**config.mk**
```make
export PLATFORM = sky130hd
export DESIGN_NAME = id_stage
export DESIGN_NICKNAME = d
export VERILOG_FILES = /design/src/rtl/id_stage_pkg.sv /design/src/rtl/id_decode.sv /design/src/rtl/id_stage.sv
export SDC_FILE = /design/constraint.sdc
export NUM_CORES = 1
export LEC_CHECK = 0
export ABC_AREA = 0
export CAP_MARGIN = 10
export CORE_AREA = 2 2 131 133
export DETAILED_ROUTE_END_ITERATION = 16
export DIE_AREA = 0 0 133 135
export PLACE_DENSITY = 0.9
export SYNTH_ARGS = -nofsm -noshare
export SYNTH_HDL_FRONTEND = slang
export SYNTH_SLANG_ARGS = --single-unit
```
**constraint.sdc**
```tcl
create_clock -name clk -period 7.4 [get_ports clk]
set_input_delay 2.22 -clock clk [delete_from_list [all_inputs] [get_ports clk]]
set_output_delay 2.22 -clock clk [all_outputs]
set_load 0.01 [all_outputs]
```
**src/rtl/id_stage_pkg.sv**
```systemverilog
// rtl/id_stage_pkg.sv - shared decode constants, ID/EX register layout and operand-select helper
package id_stage_pkg;

    localparam int RegBus     = 32;
    localparam int RegAddrBus = 5;
    localparam int InstBus    = 32;
    localparam int AluOpBus   = 8;
    localparam int AluSelBus  = 3;

    localparam logic [RegBus-1:0] ZeroWord = '0;

    localparam logic [5:0] OP_SPECIAL = 6'b000000;
    localparam logic [5:0] OP_ADDIU   = 6'b001001;
    localparam logic [5:0] OP_SLTI    = 6'b001010;
    localparam logic [5:0] OP_ANDI    = 6'b001100;
    localparam logic [5:0] OP_ORI     = 6'b001101;
    localparam logic [5:0] OP_XORI    = 6'b001110;
    localparam logic [5:0] OP_LUI     = 6'b001111;
    localparam logic [5:0] OP_LW      = 6'b100011;

    localparam logic [5:0] FN_SLL  = 6'b000000;
    localparam logic [5:0] FN_SRL  = 6'b000010;
    localparam logic [5:0] FN_SRA  = 6'b000011;
    localparam logic [5:0] FN_ADDU = 6'b100001;
    localparam logic [5:0] FN_SUBU = 6'b100011;
    localparam logic [5:0] FN_AND  = 6'b100100;
    localparam logic [5:0] FN_OR   = 6'b100101;
    localparam logic [5:0] FN_XOR  = 6'b100110;
    localparam logic [5:0] FN_NOR  = 6'b100111;
    localparam logic [5:0] FN_SLT  = 6'b101010;

    localparam logic [AluOpBus-1:0] EXE_NOP_OP  = 8'b0000_0000;
    localparam logic [AluOpBus-1:0] EXE_AND_OP  = 8'b0010_0100;
    localparam logic [AluOpBus-1:0] EXE_OR_OP   = 8'b0010_0101;
    localparam logic [AluOpBus-1:0] EXE_XOR_OP  = 8'b0010_0110;
    localparam logic [AluOpBus-1:0] EXE_NOR_OP  = 8'b0010_0111;
    localparam logic [AluOpBus-1:0] EXE_SLL_OP  = 8'b0111_1100;
    localparam logic [AluOpBus-1:0] EXE_SRL_OP  = 8'b0000_0010;
    localparam logic [AluOpBus-1:0] EXE_SRA_OP  = 8'b0000_0011;
    localparam logic [AluOpBus-1:0] EXE_SLT_OP  = 8'b0010_1010;
    localparam logic [AluOpBus-1:0] EXE_ADDU_OP = 8'b0010_0001;
    localparam logic [AluOpBus-1:0] EXE_SUBU_OP = 8'b0010_0011;
    localparam logic [AluOpBus-1:0] EXE_LW_OP   = 8'b1110_0011;

    localparam logic [AluSelBus-1:0] EXE_RES_NOP        = 3'b000;
    localparam logic [AluSelBus-1:0] EXE_RES_LOGIC      = 3'b001;
    localparam logic [AluSelBus-1:0] EXE_RES_SHIFT      = 3'b010;
    localparam logic [AluSelBus-1:0] EXE_RES_ARITHMETIC = 3'b100;
    localparam logic [AluSelBus-1:0] EXE_RES_LOAD_STORE = 3'b111;

    typedef struct packed {
        logic                  valid;
        logic [RegBus-1:0]     pc;
        logic [AluOpBus-1:0]   aluop;
        logic [AluSelBus-1:0]  alusel;
        logic [RegBus-1:0]     reg1;
        logic [RegBus-1:0]     reg2;
        logic [RegAddrBus-1:0] wd;
        logic                  wreg;
        logic                  illegal;
    } idex_t;

    // Youngest producer wins: EX result is newer than MEM result.
    function automatic logic [RegBus-1:0] resolve_operand(
        input logic                  rd_en,
        input logic [RegAddrBus-1:0] addr,
        input logic [RegBus-1:0]     imm,
        input logic                  ex_wreg,
        input logic [RegAddrBus-1:0] ex_wd,
        input logic [RegBus-1:0]     ex_wdata,
        input logic                  mem_wreg,
        input logic [RegAddrBus-1:0] mem_wd,
        input logic [RegBus-1:0]     mem_wdata,
        input logic [RegBus-1:0]     rf_data
    );
        if (!rd_en)
            return imm;
        else if (addr == '0)
            return ZeroWord;
        else if (ex_wreg && ex_wd == addr)
            return ex_wdata;
        else if (mem_wreg && mem_wd == addr)
            return mem_wdata;
        else
            return rf_data;
    endfunction

endpackage

```
**src/rtl/id_decode.sv**
```systemverilog
// rtl/id_decode.sv - combinational MIPS32 instruction decoder for the ID stage
module id_decode
    import id_stage_pkg::*;
(
    input  logic [InstBus-1:0]    inst,
    output logic                  reg1_read,
    output logic                  reg2_read,
    output logic [RegAddrBus-1:0] reg1_addr,
    output logic [RegAddrBus-1:0] reg2_addr,
    output logic [RegBus-1:0]     imm,
    output logic [AluOpBus-1:0]   aluop,
    output logic [AluSelBus-1:0]  alusel,
    output logic [RegAddrBus-1:0] wd,
    output logic                  wreg,
    output logic                  illegal
);

    logic [5:0]  op;
    logic [4:0]  rs;
    logic [4:0]  rt;
    logic [4:0]  rd;
    logic [4:0]  shamt;
    logic [5:0]  funct;
    logic [15:0] imm16;

    assign op    = inst[31:26];
    assign rs    = inst[25:21];
    assign rt    = inst[20:16];
    assign rd    = inst[15:11];
    assign shamt = inst[10:6];
    assign funct = inst[5:0];
    assign imm16 = inst[15:0];

    always_comb begin
        reg1_read = 1'b0;
        reg2_read = 1'b0;
        reg1_addr = '0;
        reg2_addr = '0;
        imm       = ZeroWord;
        aluop     = EXE_NOP_OP;
        alusel    = EXE_RES_NOP;
        wd        = '0;
        wreg      = 1'b0;
        illegal   = 1'b1;

        case (op)
            OP_SPECIAL: begin
                illegal = 1'b0;
                case (funct)
                    FN_ADDU: begin aluop = EXE_ADDU_OP; alusel = EXE_RES_ARITHMETIC; end
                    FN_SUBU: begin aluop = EXE_SUBU_OP; alusel = EXE_RES_ARITHMETIC; end
                    FN_SLT:  begin aluop = EXE_SLT_OP;  alusel = EXE_RES_ARITHMETIC; end
                    FN_AND:  begin aluop = EXE_AND_OP;  alusel = EXE_RES_LOGIC;      end
                    FN_OR:   begin aluop = EXE_OR_OP;   alusel = EXE_RES_LOGIC;      end
                    FN_XOR:  begin aluop = EXE_XOR_OP;  alusel = EXE_RES_LOGIC;      end
                    FN_NOR:  begin aluop = EXE_NOR_OP;  alusel = EXE_RES_LOGIC;      end
                    FN_SLL:  begin aluop = EXE_SLL_OP;  alusel = EXE_RES_SHIFT;      end
                    FN_SRL:  begin aluop = EXE_SRL_OP;  alusel = EXE_RES_SHIFT;      end
                    FN_SRA:  begin aluop = EXE_SRA_OP;  alusel = EXE_RES_SHIFT;      end
                    default: illegal = 1'b1;
                endcase
                if (!illegal) begin
                    wd        = rd;
                    wreg      = 1'b1;
                    reg2_read = 1'b1;
                    reg2_addr = rt;
                    // Shifts take shamt through the unread port-1 path.
                    if (alusel == EXE_RES_SHIFT) begin
                        imm = {27'd0, shamt};
                    end else begin
                        reg1_read = 1'b1;
                        reg1_addr = rs;
                    end
                end
            end
            OP_ADDIU, OP_SLTI, OP_LW: begin
                illegal = 1'b0;
                imm     = {{16{imm16[15]}}, imm16};
                case (op)
                    OP_ADDIU: begin aluop = EXE_ADDU_OP; alusel = EXE_RES_ARITHMETIC; end
                    OP_SLTI:  begin aluop = EXE_SLT_OP;  alusel = EXE_RES_ARITHMETIC; end
                    default:  begin aluop = EXE_LW_OP;   alusel = EXE_RES_LOAD_STORE; end
                endcase
            end
            OP_ANDI, OP_ORI, OP_XORI: begin
                illegal = 1'b0;
                imm     = {16'h0, imm16};
                alusel  = EXE_RES_LOGIC;
                case (op)
                    OP_ANDI: aluop = EXE_AND_OP;
                    OP_ORI:  aluop = EXE_OR_OP;
                    default: aluop = EXE_XOR_OP;
                endcase
            end
            OP_LUI: begin
                illegal = 1'b0;
                imm     = {imm16, 16'h0};
                aluop   = EXE_OR_OP;
                alusel  = EXE_RES_LOGIC;
            end
            default: ;
        endcase

        if (!illegal && op != OP_SPECIAL) begin
            reg1_read = 1'b1;
            reg1_addr = rs;
            wd        = rt;
            wreg      = 1'b1;
        end

        if (wd == '0)
            wreg = 1'b0;
    end

endmodule

```
**src/rtl/id_stage.sv**
```systemverilog
// rtl/id_stage.sv - MIPS32 ID stage: decode, forwarding, load-use hazard and ID/EX register
// Optional: ID_STALL_CNT_EN adds stall_cnt_o, a saturating count of load-use bubbles.
module id_stage
    import id_stage_pkg::*;
#(
    parameter logic [31:0] RESET_PC = 32'h0000_0000
) (
    input  logic                  clk,
    input  logic                  rst,
    input  logic                  inst_valid_i,
    input  logic [RegBus-1:0]     pc_i,
    input  logic [InstBus-1:0]    inst_i,
    input  logic                  stall_i,
    input  logic                  flush_i,
    output logic                  reg1_read_o,
    output logic                  reg2_read_o,
    output logic [RegAddrBus-1:0] reg1_addr_o,
    output logic [RegAddrBus-1:0] reg2_addr_o,
    input  logic [RegBus-1:0]     reg1_data_i,
    input  logic [RegBus-1:0]     reg2_data_i,
    input  logic                  ex_wreg_i,
    input  logic [RegAddrBus-1:0] ex_wd_i,
    input  logic [RegBus-1:0]     ex_wdata_i,
    input  logic                  ex_is_load_i,
    input  logic                  mem_wreg_i,
    input  logic [RegAddrBus-1:0] mem_wd_i,
    input  logic [RegBus-1:0]     mem_wdata_i,
    output logic                  stallreq_o,
    output logic                  ex_valid_o,
    output logic [RegBus-1:0]     ex_pc_o,
    output logic [AluOpBus-1:0]   ex_aluop_o,
    output logic [AluSelBus-1:0]  ex_alusel_o,
    output logic [RegBus-1:0]     ex_reg1_o,
    output logic [RegBus-1:0]     ex_reg2_o,
    output logic [RegAddrBus-1:0] ex_wd_o,
    output logic                  ex_wreg_o,
    output logic                  ex_illegal_o
`ifdef ID_STALL_CNT_EN
    ,
    output logic [31:0]           stall_cnt_o
`endif
);

    localparam idex_t BUBBLE = '{
        valid:   1'b0,
        pc:      RESET_PC,
        aluop:   EXE_NOP_OP,
        alusel:  EXE_RES_NOP,
        reg1:    ZeroWord,
        reg2:    ZeroWord,
        wd:      '0,
        wreg:    1'b0,
        illegal: 1'b0
    };

    logic [RegBus-1:0]     imm;
    logic [AluOpBus-1:0]   aluop;
    logic [AluSelBus-1:0]  alusel;
    logic [RegAddrBus-1:0] wd;
    logic                  wreg;
    logic                  illegal;
    logic [RegBus-1:0]     reg1_val;
    logic [RegBus-1:0]     reg2_val;
    logic                  load_dep;
    idex_t                 idex;

    id_decode u_decode (
        .inst      (inst_i),
        .reg1_read (reg1_read_o),
        .reg2_read (reg2_read_o),
        .reg1_addr (reg1_addr_o),
        .reg2_addr (reg2_addr_o),
        .imm       (imm),
        .aluop     (aluop),
        .alusel    (alusel),
        .wd        (wd),
        .wreg      (wreg),
        .illegal   (illegal)
    );

    assign reg1_val = resolve_operand(reg1_read_o, reg1_addr_o, imm,
                                      ex_wreg_i, ex_wd_i, ex_wdata_i,
                                      mem_wreg_i, mem_wd_i, mem_wdata_i, reg1_data_i);
    assign reg2_val = resolve_operand(reg2_read_o, reg2_addr_o, imm,
                                      ex_wreg_i, ex_wd_i, ex_wdata_i,
                                      mem_wreg_i, mem_wd_i, mem_wdata_i, reg2_data_i);

    // A load in EX has no data yet; its consumer must wait one cycle for MEM forwarding.
    assign load_dep = (reg1_read_o && reg1_addr_o == ex_wd_i) ||
                      (reg2_read_o && reg2_addr_o == ex_wd_i);
    assign stallreq_o = inst_valid_i && ex_is_load_i && ex_wreg_i &&
                        (ex_wd_i != '0) && load_dep && !flush_i;

    always_ff @(posedge clk or negedge rst) begin
        if (!rst) begin
            idex <= BUBBLE;
        end else if (flush_i) begin
            idex <= BUBBLE;
        end else if (stall_i) begin
            idex <= idex;
        end else if (stallreq_o || !inst_valid_i) begin
            idex <= BUBBLE;
        end else begin
            idex.valid   <= 1'b1;
            idex.pc      <= pc_i;
            idex.aluop   <= aluop;
            idex.alusel  <= alusel;
            idex.reg1    <= reg1_val;
            idex.reg2    <= reg2_val;
            idex.wd      <= wd;
            idex.wreg    <= wreg;
            idex.illegal <= illegal;
        end
    end

    assign ex_valid_o   = idex.valid;
    assign ex_pc_o      = idex.pc;
    assign ex_aluop_o   = idex.aluop;
    assign ex_alusel_o  = idex.alusel;
    assign ex_reg1_o    = idex.reg1;
    assign ex_reg2_o    = idex.reg2;
    assign ex_wd_o      = idex.wd;
    assign ex_wreg_o    = idex.wreg;
    assign ex_illegal_o = idex.illegal;

`ifdef ID_STALL_CNT_EN
    logic [31:0] stall_cnt;

    always_ff @(posedge clk or negedge rst) begin
        if (!rst)
            stall_cnt <= '0;
        else if (stallreq_o && !stall_i && !flush_i && stall_cnt != 32'hFFFF_FFFF)
            stall_cnt <= stall_cnt + 32'd1;
    end

    assign stall_cnt_o = stall_cnt;
`endif

endmodule
```
* Word-level counts from Yosys, hierarchy flattened
Cells that the tools add are included.
** Word-level totals
- Input bits :: 210
- Memories kept :: 0
- Latch bits :: 0
- RAM bits :: 0
- Register bits :: 115
- Memory bits (read-only) :: 0
- Output and inout port bits :: 128
** Cells by class
- $mul :: 0
- Multiplexer cells :: 42
- Reduce and logical (&&, ||, !) cells :: 33
- Eq/ne operators :: 24
- Shift operators :: 0
- Order comparisons :: 0
- Divide/modulo/power cells :: 0
- Bitwise operators :: 0
- Add/sub/neg operators :: 0
** Operators with widths (number)
- $mux W115 :: 3
- $mux W32 :: 9
- $pmux W32 S4 :: 1
- $pmux W7 S10 :: 1
- $mux W5 :: 10
- $eq A6 B6 Y1 const B :: 8
- $eq A6 B4 Y1 const B :: 6
- $pmux W8 S4 :: 1
- $eq A5 B5 Y1 :: 6
- $pmux W3 S3 :: 2
- $pmux W8 S2 :: 1
- $logic_not A5 Y1 :: 3
- $eq A6 B2 Y1 const B :: 2
- $logic_and A1 B1 Y1 :: 12
- $logic_not A6 Y1 :: 2
- $reduce_or A3 Y1 :: 4
- $mux W1 :: 10
- $reduce_or A10 Y1 :: 1
- $reduce_or A4 Y1 :: 2
- $reduce_or A7 Y1 :: 1
- $reduce_bool A6 Y1 :: 1
- $reduce_bool A5 Y1 :: 1
- $pmux W2 S2 :: 1
- $eq A3 B2 Y1 const B :: 1
- 7 further kinds :: 10

* Depth between registers and ports, before layout
Gate-level depths: netlist (run 1).
- Depth after elaboration :: 18
- Gate-level depth with buffers :: 12
- Gate-level depth less buffers :: 10

* By module
Synthesis (run 1) repeated with hierarchy kept, for this count alone.
** Second synthesis, totals
- Cells, all modules :: 1012
- Area, all modules :: 8687.1 sq um
** By module, submodules not included
- id_stage :: sequential area each 2877.8 sq um, instances 1, area each 7717.4 sq um, cells an instance 862
- id_decode :: sequential area each 0.0 sq um, instances 1, area each 969.7 sq um, cells an instance 150

* Least setup slack after synthesis (run 1)
Ideal clock, no wire load.
- Path kind :: input to output
- From :: in inst_i[30]
- To :: out stallreq_o
- Slack :: 1551 ps
- Cell stages on the path :: 6
- Buffers on the path :: 1
- Data arrival time :: 3629 ps
- Path through :: buf_2 -> nor3_1 -> and2_2 -> a22oi_4 -> o2bb2a_1 -> o21ai_0
** On the way
- Cells in the longest elaborated chain, start to end :: 11
** RTL lines
- start, declared :: line id_stage.sv:12 : input logic [InstBus-1:0] inst_i,
- $eq A6 B4 Y1 or $eq A6 B6 Y1 (tied branches) :: line id_decode.sv:46 : case (op)
- $reduce_or A7 Y1 (no line)
- $pmux W1 S2 :: line id_decode.sv:46
- $logic_not A1 Y1 :: line id_decode.sv:104 : if (!illegal && op != OP_SPECIAL) begin
- $logic_and A1 B1 Y1 :: line id_decode.sv:104
- $mux W5 :: line id_decode.sv:104
- $eq A5 B5 Y1 :: line id_stage.sv:89 : assign load_dep = (reg1_read_o && reg1_addr_o == ex_wd_i) ||
- $logic_and A1 B1 Y1 :: line id_stage.sv:89
- $logic_or A1 B1 Y1 (*) :: line id_stage.sv:89
- $logic_and A1 B1 Y1 (*) (2 in series) :: line id_stage.sv:92 : (ex_wd_i != '0) && load_dep && !flush_i;
- end, declared :: line id_stage.sv:28 : output logic stallreq_o,
Mark *: on every way between the ends. The rest lies on a longest branch, timed or not.

* Final worst setup path (run 1)
- From :: in inst_i[27]
- To :: out stallreq_o
Same word-level chain as after synthesis.

==> summary.md, run 1 <==
| Metric | Value |
|---|---|
| Ratio of final minimum period to clock period | between 90% and 100% |
| DIE AREA | about 0.018 mm² |
| DR vias/cell | 6.09 |
| Delay-heaviest family, CP | buffers and inverters |
| Resized Gates After CTS | 0 |
| Post-detail-place hpwl | 21.8 mm |
| Met1 track demand over resource | a little under two fifths |
| Die height | ~140 µm |
| Source-to-sink clock delay at the later pin of the worst-skew pair | 0.41 ns |
| Sequential element share of the synthesized area | 41.6% |
| Htree depth | 4 |
| Core region area | 0.0164 mm² |
| Number of flops mapped to enable cells by yosys | 0 |
| Classification of the worst-slack hold path | flip-flop to flip-flop |
| Cell seen most often among critical-path stages | clkdlybuf4s50_1 |
| Highest clock frequency the design can meet | between 0.1 and 0.15 GHz |
| Final Hold Violating Endpoints | 0 |
| Number of placement rows | 47 |
| Cell with the most instances after synthesis | dfrtp_1 |
| Transition time at the pin with the least slew margin | approximately 1.2 ns |
| Power density over the cells | 163 mW/mm² |
| Root buffer cell | clkbuf_16 |
| Setup repair after global routing missed its margin | false |
| Cells traversed along the worst timing path | clkdlybuf4s50_1 > nor4_2 > and2_2 > a22oi_4 > o2bb2a_1 > o21ai_0 > clkdlybuf4s50_1 |
| Setup repair bufs after CTS | 0 |
| Worst-case vdd ir drop | between 0.0001 and 0.00015 V |
| Layout Cells excl Fill | ~1300 |
| Synthesized net count | 926 |
| Post-synthesis area per instance | 9.67 µm² |
| Top cells by instance count after synthesis | dfrtp_1, o21ai_0, o21ai_1 |
| Worst setup path class | primary input to primary output |
| Top cells by area in the synthesized netlist | dfrtp_1, a22o_1, a211oi_2 |
| Fin crit period | ~7.2 ns |
| Number of sinks driven by the clock tree | 115 |
| Routed WL | 29.3 mm |
| Most instantiated flip-flop cell in the synthesis netlist | dfrtp_1 |
| Global-route wire length before repair | 44.6 mm |
| Gr ovfl total | 0 |
| Worst-path maximum fanout | 7 |
| Share of synthesized flip-flops with an asynchronous set or reset | between 90% and 100% |
| Worst-path cell with the longest stage delay | clkdlybuf4s50_1 |
| Run status | complete, no violations |
| Clock-pin slew on the worst setup and hold paths | 0.05 ns |
| Arrival @ worst endpoint | 5.02 ns |
| Ratio of cells with drive above 1 in the final layout | a little under 10% |
| Number of port buffers | 337 |
| Initial antenna violation count | 0 |
| Initial detailed-routing violation count | around 470 |
| Final Slew Violations | 0 |
| Biggest cell delay along the critical path | 0.60 ns |
| Area share of the leading cell type in the synthesized netlist | approximately two fifths |
| Number of instances in the synthesized netlist | a little over 700 |
| Starting density of the core | 42.2% |
| Total standard cell area after synthesis | 0.00693 mm² |
| Required time of the critical path | a little over 5 ns |
| Clock tree skew after final layout | 0 ns |
| MaxCap Viol Count | 0 |
| Final estimated routing congestion in global placement | 0.935 |
| Final #Nets | 1230 |
| First-pass DRT Iterations | 5 |
| TritonCTS clock tree | yes |
| IO Pins | 338 |
| Remaining number of nets flagged by the antenna check after routing | 0 |
| Total placed cells including tap cells | 1221 |
| Layout overhead on the synthesized area | 59.7% |
| Met2 Usage GRT | 55.3% |
| Post-route DRC | 0 |
| Element type at the critical path start | primary input |
| Final number of setup-violating endpoints | 0 |
| Width of the chip | 133 µm |
| Leading area contributor after synthesis | dfrtp_1 |
| Met3 demand-to-capacity share in global routing | a little under a tenth |
| Slew Limit Headroom | 20.6% |
| Peak-usage layer in the global routing report | met2 |
| Vias in the first global route | 7795 |
| Cts bufs inserted | 17 |
| Count of state elements after synthesis | 115 |
| Max Buffers Root-to-Sink | 2 |
| Pin count of the biggest net entering global routing | 76 |
| Count of yosys warnings during synthesis | 0 |
| Setup total negative slack | 0 ns |
| ANT cells | 0 |
| Total GRT Usage | between 30% and 40% |
| CP Capture Type | primary output |
| Total buffers and inverters traversed by the critical path | 2 |
| Static Leakage | 4.47 nW |
| Routed length per placed instance | 23.4 µm |
| DR vias | 7620 |
| Cts hold-fix bufs | 0 |
| Number of library cell types mapped by synthesis | a little over 70 |
| Power after layout | 1.80 mW |
## path summary, 6_finish.rpt
| check | start | end | slack (ns) | cells after the start |
|---|---|---|---|---|
| max in group asynchronous | rst | ex_reg2_o[13]$_DFFE_PN0P_ | 4.25 | 2 |
| hold / removal | ex_aluop_o[2]$_DFFE_PN0P_ | ex_aluop_o[2]$_DFFE_PN0P_ | 0.48 | 2 |
| setup reg to reg | ex_reg2_o[4]$_DFFE_PN0P_ | ex_reg2_o[4]$_DFFE_PN0P_ | 6.32 | 2 |
| min in group asynchronous | rst | ex_pc_o[16]$_DFFE_PN0P_ | 1.87 | 1 |
| hold reg to reg | ex_aluop_o[2]$_DFFE_PN0P_ | ex_aluop_o[2]$_DFFE_PN0P_ | 0.48 | 2 |
| setup / recovery | inst_i[27] | stallreq_o | 0.16 | 7 |
## state kept, by name, indices dropped and copies added, names as in the netlist
| register | count |
|---|---|
| ex_reg1_o | 32 |
| ex_wd_o | 5 |
| ex_wreg_o | 1 |
| ex_reg2_o | 32 |
| ex_alusel_o | 3 |
| ex_aluop_o | 8 |
| ex_valid_o | 1 |
| ex_pc_o | 32 |
| ex_illegal_o | 1 |
## worst register-to-register path: cells and delay by family (launching register included)
family | cells | cell delay [ns]
AOI/OAI and AO/OA | 2 | 0.50
DFF | 1 | 0.45
## power by group
group          switching [mW]  total [mW]  internal (mW)
sequential            0.00606       0.646          0.640
clock                   0.293       0.858          0.565
combinational           0.134       0.297          0.163
total                   0.432        1.80           1.37
## per-stage QoR
step / worst slack (ns) / hold slack (ns) / cell area, µm² / util [%]
6_report: 0.162 / 0.482 / 11100 / 67.4
4_1_cts: 0.227 / 0.484 / 11100 / 67.4
3_3_place_gp: 0.373 / 0.461 / 10500 / 63.7
3_5_place_dp: 0.231 / 0.470 / 10500 / 63.7
5_1_grt: 0.121 / 0.515 / 11100 / 67.4
2_1_floorplan: 1.55 / 0.515 / 6930 / -
## cell usage in the layout, fill, tap and decap left out, types with 11 or more instances in the layout
master	n
o21ai_0	59
nor3_1	18
a22o_1	45
a22oi_1	23
inv_1	11
dfrtp_1	115
a211oi_2	30
a32oi_1	28
a21oi_1	23
buf_4	17
clkbuf_16	17
nand2_1	26
nor3b_1	33
nor2_1	28
a2bb2oi_1	15
clkdlybuf4s50_1	336
mux2i_1	27
o21ai_1	55
## layer usage
metal / part of all wire (%) / vias up
li1: - / 3374
met1: 38 / 3727
met2: 49 / 440
met3: 9.1 / 79
met4: 4.1 / 0
met5: 0 / -
## logic make-up after synthesis
logic type             Yosys count  synth area share [%]
AO/OA/AOI/OAI                  329                  35.4
AND/OR/NAND/NOR                152                  12.5
flip-flops                     115                  41.6
buffers and inverters           82                  5.20
multiplexers                    27                  3.90
XOR/XNOR                        11                  1.39
## area by class of cell
type                            count  area (µm²)
Sequential cell                   115        2880
Fill cell                        1307        5350
Clock inverter                     11         161
Timing Repair Buffer              354        3510
Inverter                           13        51.3
Clock buffer                       19         443
Tap cell                          220         275
Multi-Input combinational cell    519        3740
Note: power is estimated with default switching activity, not from simulation.
==> run 2: changes to the inputs <==
--- a/config.mk
+++ b/config.mk
@@ -10,7 +10,7 @@
 export CORE_AREA = 2 2 131 133
 export DETAILED_ROUTE_END_ITERATION = 16
 export DIE_AREA = 0 0 133 135
-export PLACE_DENSITY = 0.9
+export PLACE_DENSITY = 0.82
 export SYNTH_ARGS = -nofsm -noshare
 export SYNTH_HDL_FRONTEND = slang
 export SYNTH_SLANG_ARGS = --single-unit
==> summary.md, run 2 (synthesis gave the netlist of run 1 again) <==
| Metric | Value |
|---|---|
| Resized Gates After CTS | 0 (unchanged) |
| Element type at the critical path start | primary input (unchanged) |
| Width of the chip | 133 µm (unchanged) |
| Cts hold-fix bufs | 0 (unchanged) |
| Cts bufs inserted | 17 (unchanged) |
| Hold depth | 2 (unchanged) |
| Ratio of final minimum period to clock period | 98.1% (was 97.8%) |
| Cell seen most often among critical-path stages | clkdlybuf4s50_1 (unchanged) |
| Routed length per placed instance | 23.0 µm (was 23.4 µm) |
| Initial antenna violation count | 1 (was 0) |
| First-pass DRT Iterations | 5 (unchanged) |
| Source-to-sink clock delay at the later pin of the worst-skew pair | 0.41 ns (about the same) |
| Classification of the worst-slack hold path | flip-flop to flip-flop (unchanged) |
| Worst R2R Start | ex_reg2_o[5]$_DFFE_PN0P_ (was ex_reg2_o[4]$_DFFE_PN0P_) |
| Depth of the worst register-to-register path | 2 (unchanged) |
| Highest clock frequency the design can meet | 0.138 GHz (about the same) |
| Arrival @ worst endpoint | 5.04 ns (was 5.02 ns) |
| Final Slew Violations | 0 (unchanged) |
| Starting density of the core | 42.2% (unchanged) |
| Root buffer cell | clkbuf_16 (unchanged) |
| Worst-path cell with the longest stage delay | clkdlybuf4s50_1 (unchanged) |
| Destination of the worst register-to-register timing path | ex_reg2_o[5]$_DFFE_PN0P_ (was ex_reg2_o[4]$_DFFE_PN0P_) |
| Final critical-path setup slack | 0.139 ns (was 0.162 ns) |
| Number of placement rows | 47 (unchanged) |
| Worst-path maximum fanout | 5 (was 7) |
| Remaining number of nets flagged by the antenna check after routing | 0 (unchanged) |
| Post-Place Worst Slack | 0.193 ns (was 0.231 ns) |
| Vias in the first global route | 7591 (was 7795) |
| Most used cells in the layout excluding fill and tap cells | clkdlybuf4s50_1, dfrtp_1, o21ai_0, o21ai_1, a22o_1 (unchanged) |
| CP Capture Type | primary output (unchanged) |
| Layout overhead on the synthesized area | 60.1% (was 59.7%) |
| Fill cell total of the finished layout | 1305 (was 1307) |
| Biggest cell delay along the critical path | 0.63 ns (was 0.60 ns) |
| Final estimated routing congestion in global placement | 0.947 (was 0.935) |
| Setup slack, reg-to-reg | 6.49 ns (was 6.32 ns) |
| IO Pins | 338 (unchanged) |
| Max Buffers Root-to-Sink | 2 (unchanged) |
| Cells traversed along the worst timing path | clkdlybuf4s50_1 > nor4_2 > and2_2 > a22oi_4 > o2bb2a_1 > o21ai_0 > clkdlybuf4s50_1 (unchanged) |
| DR vias/cell | 5.96 (was 6.09) |
| Global-route wire length before repair | 44.0 mm (was 44.6 mm) |
| MaxCap Viol Count | 0 (unchanged) |
| Static Leakage | 4.49 nW (was 4.47 nW) |
| Clock-pin slew on the worst setup and hold paths | 0.06 ns (was 0.05 ns) |
| Layout Cells excl Fill | 1257 (was 1251) |
| Final number of setup-violating endpoints | 0 (unchanged) |
| Setup total negative slack | 0 ns (unchanged) |
| Setup repair after global routing missed its margin | false (unchanged) |
| Origin of the worst min-delay path | ex_alusel_o[0]$_DFFE_PN0P_ (was ex_aluop_o[2]$_DFFE_PN0P_) |
| Die height | 135 µm (unchanged) |
| Slew Limit Headroom | 30.0% (was 20.6%) |
| Required time of the critical path | 5.18 ns (about the same) |
| TritonCTS clock tree | yes (unchanged) |
| Power density over the cells | 161 mW/mm² (was 163 mW/mm²) |
| Final #Nets | 1235 (was 1230) |
| Total GRT Usage | 32.0% (was 32.4%) |
| Number of sinks driven by the clock tree | 115 (unchanged) |
| Run status | complete, no violations (unchanged) |
| Worst-case vdd ir drop | 0.000147 V (about the same) |
| Leading cell type in the layout, fill and taps excluded | clkdlybuf4s50_1 (unchanged) |
| DR vias | 7498 (was 7620) |
| Pin count of the biggest net entering global routing | 67 (was 76) |
| Gr ovfl total | 0 (unchanged) |
| Routed WL | 28.9 mm (was 29.3 mm) |
| Worst min-delay path endpoint | ex_alusel_o[0]$_DFFE_PN0P_ (was ex_aluop_o[2]$_DFFE_PN0P_) |
| Htree depth | 4 (unchanged) |
| Fin crit period | 7.26 ns (was 7.24 ns) |
| Final Hold Violating Endpoints | 0 (unchanged) |
| Core region area | 0.0164 mm² (unchanged) |
| Clock tree skew after final layout | 0 ns (unchanged) |
| Worst setup path class | primary input to primary output (unchanged) |
| Post-detail-place hpwl | 21.4 mm (was 21.8 mm) |
| Setup repair bufs after CTS | 0 (unchanged) |
| Total placed cells including tap cells | 1226 (was 1221) |
| Initial detailed-routing violation count | 464 (was 466) |
| DIE AREA | 0.0180 mm² (unchanged) |
| Ratio of cells with drive above 1 in the final layout | 10.2% (was 9.70%) |
| Transition time at the pin with the least slew margin | 1.05 ns (was 1.19 ns) |
| ANT cells | 0 (unchanged) |
| Post-route DRC | 0 (unchanged) |
| Number of port buffers | 337 (unchanged) |
[run 2: where the power goes]
group          internal (mW)  total [mW]  switching [mW]
Combinational          0.164       0.296           0.132
Clock                  0.551       0.843           0.291
Sequential             0.640       0.646         0.00599
[run 2: per-layer routing]
layer / vias to the layer above / GRT usage [%] / wire length (µm)
li1: 3398 / - / -
met1: 3616 / 38.7 / 11100
met2: 422 / 53.5 / 14100
met3: 60 / 9.42 / 2880
met4: 2 / 13.0 / 888
met5: - / 0 / 16
[run 2: critical path, delay by kind of cell]
kind | cells | cell delay, ns
buffers and inverters | 2 | 1.14
AO/OA/AOI/OAI | 3 | 0.89
AND/OR/NAND/NOR | 2 | 0.77
[run 2: worst max-delay path by stage]
stage / start / endpoint / slack, ns / depth (start not counted)
finish: inst_i[4] / stallreq_o / 0.14 / 7
global route: inst_i[27] / stallreq_o / 0.02 / 7
CTS: inst_i[27] / stallreq_o / 0.18 / 7
detailed placement: inst_i[27] / stallreq_o / 0.19 / 7
global placement: inst_i[27] / stallreq_o / 0.20 / 7
floorplan: inst_i[30] / stallreq_o / 1.55 / 6
[run 2: metrics by stage]
step	utilization (%)	hold slack [ns]	power, mW	instance area [µm²]
2_1_floorplan	-	0.515	0.754	6930
3_3_place_gp	63.9	0.464	0.949	10500
3_5_place_dp	63.9	0.471	0.951	10500
4_1_cts	67.6	0.483	1.80	11100
5_1_grt	67.6	0.516	1.85	11100
6_report	67.6	0.477	1.78	11100
[run 2: cell type report]
cell class / instances / area (µm²) / share of cell area, %
multi-input combinational: 519 / 3740 / 33.8
sequential: 115 / 2880 / 26.0
tap: 220 / 275 / 2.48
inverter: 13 / 51.3 / 0.463
clock buffer: 21 / 470 / 4.24
timing repair buffer: 359 / 3540 / 31.9
clock inverter: 10 / 131 / 1.19
==> run 3: changes to the inputs <==
--- a/config.mk
+++ b/config.mk
@@ -14,3 +14,4 @@
 export SYNTH_ARGS = -nofsm -noshare
 export SYNTH_HDL_FRONTEND = slang
 export SYNTH_SLANG_ARGS = --single-unit
+export TNS_END_PERCENT = 50
==> constraint.sdc (replaced) <==
create_clock -name clk -period 8.9 [get_ports clk]
set_input_delay 2.67 -clock clk [delete_from_list [all_inputs] [get_ports clk]]
set_output_delay 2.67 -clock clk [all_outputs]
set_load 0.01 [all_outputs]
==> summary.md, run 3 (synthesis gave the netlist of run 1 again) <==
| Metric | Value |
|---|---|
| Run status | complete, no violations (unchanged) |
| Required time of the critical path | 6.23 ns (was 5.18 ns) |
| Source-to-sink clock delay at the later pin of the worst-skew pair | 0.41 ns (about the same) |
| Clock tree skew after final layout | 0 ns (unchanged) |
| Width of the chip | 133 µm (unchanged) |
| Depth of the worst register-to-register path | 2 (unchanged) |
| IO Pins | 338 (unchanged) |
| Core region area | 0.0164 mm² (unchanged) |
| Worst-case vdd ir drop | 0.000124 V (was 0.000147 V) |
| DR vias | 7555 (was 7498) |
| Initial antenna violation count | 2 (was 1) |
| Highest clock frequency the design can meet | between 0.1 and 0.15 GHz |
| Max Buffers Root-to-Sink | 2 (unchanged) |
| Critical Path Start | inst_i[4] (unchanged) |
| Cts bufs inserted | 17 (unchanged) |
| Static Leakage | 4.44 nW (was 4.49 nW) |
| Post-detail-place hpwl | 21.1 mm (was 21.4 mm) |
| Layout overhead on the synthesized area | 59.2% (was 60.1%) |
| Most used cells in the layout excluding fill and tap cells | clkdlybuf4s50_1, dfrtp_1, o21ai_0, o21ai_1, a22o_1 (unchanged) |
| Origin of the worst min-delay path | ex_valid_o$_DFFE_PN0P_ (was ex_alusel_o[0]$_DFFE_PN0P_) |
| Worst R2R Start | ex_reg2_o[5]$_DFFE_PN0P_ (unchanged) |
| Post-Route Utilization | 67.2% (was 67.6%) |
| Setup repair after global routing missed its margin | false (unchanged) |
| Post-route DRC | 0 (unchanged) |
| Resized Gates After CTS | 0 (unchanged) |
| ANT cells | 0 (unchanged) |
| Setup slack, reg-to-reg | 8.00 ns (was 6.49 ns) |
| Routed WL | 29.0 mm (was 28.9 mm) |
| MaxCap Viol Count | 0 (unchanged) |
| Final number of setup-violating endpoints | 0 (unchanged) |
| TritonCTS clock tree | yes (unchanged) |
| Arrival @ worst endpoint | 5.60 ns (was 5.04 ns) |
| Initial detailed-routing violation count | 615 (was 464) |
| Slew Limit Headroom | 19.5% (was 30.0%) |
| Cell seen most often among critical-path stages | clkdlybuf4s50_1 (unchanged) |
| Starting density of the core | 42.2% (unchanged) |
| Setup repair bufs after CTS | 0 (unchanged) |
| Global-route wire length before repair | 44.2 mm (was 44.0 mm) |
| Number of sinks driven by the clock tree | 115 (unchanged) |
| Pin count of the biggest net entering global routing | 68 (was 67) |
| Number of port buffers | 337 (unchanged) |
| Worst-path maximum fanout | 13 (was 5) |
| First-pass DRT Iterations | 5 (unchanged) |
| Setup total negative slack | 0 ns (unchanged) |
| Classification of the worst-slack hold path | flip-flop to flip-flop (unchanged) |
| Final critical-path setup slack | 0.631 ns (was 0.139 ns) |
| Element type at the critical path start | primary input (unchanged) |
| Leading cell type in the layout, fill and taps excluded | clkdlybuf4s50_1 (unchanged) |
| Final instance area | 0.0110 mm² (was 0.0111 mm²) |
| Remaining number of nets flagged by the antenna check after routing | 0 (unchanged) |
| Power density over the cells | 135 mW/mm² (was 161 mW/mm²) |
| Ratio of cells with drive above 1 in the final layout | 9.62% (was 10.2%) |
| Gr ovfl total | 0 (unchanged) |
| Total GRT Usage | 32.2% (was 32.0%) |
| Final estimated routing congestion in global placement | 0.919 (was 0.947) |
| Number of placement rows | 47 (unchanged) |
| Worst Setup EP | stallreq_o (unchanged) |
| Final #Nets | 1226 (was 1235) |
| Cell Area, Placed | 0.0104 mm² (was 0.0105 mm²) |
| DR vias/cell | 6.05 (was 5.96) |
| Post-Place Worst Slack | 0.680 ns (was 0.193 ns) |
| Worst setup path class | primary input to primary output (unchanged) |
| Cells traversed along the worst timing path | clkdlybuf4s50_1 > nor4_2 > and2_2 > a22oi_4 > o2bb2a_1 > o21ai_0 > clkdlybuf4s50_1 (unchanged) |
| Transition time at the pin with the least slew margin | 1.20 ns (was 1.05 ns) |
| Fill cell total of the finished layout | 1339 (was 1305) |
| Cts hold-fix bufs | 0 (unchanged) |
| Ratio of final minimum period to clock period | between 90 and 100% |
| Clock-pin slew on the worst setup and hold paths | 0.06 ns (about the same) |
| Final Hold Violating Endpoints | 0 (unchanged) |
| Root buffer cell | clkbuf_16 (unchanged) |
| Biggest cell delay along the critical path | 0.63 ns (about the same) |
| Routed length per placed instance | 23.2 µm (was 23.0 µm) |
| Vias in the first global route | 7718 (was 7591) |
| Die height | 135 µm (unchanged) |
| Htree depth | 4 (unchanged) |
| Worst-path cell with the longest stage delay | clkdlybuf4s50_1 (unchanged) |
| Destination of the worst register-to-register timing path | ex_reg2_o[5]$_DFFE_PN0P_ (unchanged) |
| Final Slew Violations | 0 (unchanged) |
| DIE AREA | 0.0180 mm² (unchanged) |
| Fin crit period | 8.27 ns |
| CP Capture Type | primary output (unchanged) |
==> run 3: critical path, delay by kind of cell <==
kind	cells	cell delay, ns
AO/OA/AOI/OAI	3	1.00
buffers and inverters	2	1.14
AND/OR/NAND/NOR	2	0.77
==> run 3: cell type report <==
cell class | instances | area (µm²) | share of cell area, %
clock buffers | 19 | 453 | 4.11
repair buffers | 350 | 3470 | 31.5
well taps | 220 | 275 | 2.50
inverters | 13 | 51.3 | 0.465
flip-flops and latches | 115 | 2880 | 26.1
multi-input cells | 519 | 3740 | 33.9
clock inverters | 13 | 158 | 1.43
==> run 3: metrics by stage <==
stage | total power [mW] | std cells | hold WS, ns
after floorplan | 0.627 | 716 | 0.515
after global placement | 0.786 | 1217 | 0.463
after detailed placement | 0.789 | 1217 | 0.472
after CTS | 1.49 | 1249 | 0.490
after global routing | 1.54 | 1249 | 0.513
final | 1.49 | 1249 | 0.482
==> run 3: where the power goes <==
group,switching (mW),internal (mW)
combinational,0.110,0.134
sequential,0.00503,0.532
clock,0.251,0.454
==> run 3: layer usage <==
| layer | vias to the layer above | wire [µm] | track usage, % |
|---|---|---|---|
| met3 | 74 | 2800 | 9.08 |
| li1 | 3383 | - | - |
| met5 | - | 0 | 0 |
| met1 | 3633 | 11200 | 39.0 |
| met2 | 465 | 13700 | 53.1 |
| met4 | 0 | 1200 | 15.2 |
==> run 3: how the worst min path moves through the flow <==
stage / depth (start not counted) / end
floorplan: 2 / ex_valid_o$_DFFE_PN0P_
global placement: 2 / ex_aluop_o[6]$_DFFE_PN0P_
detailed placement: 2 / ex_aluop_o[6]$_DFFE_PN0P_
CTS: 2 / ex_valid_o$_DFFE_PN0P_
global route: 1 / ex_pc_o[12]$_DFFE_PN0P_
finish: 2 / ex_valid_o$_DFFE_PN0P_
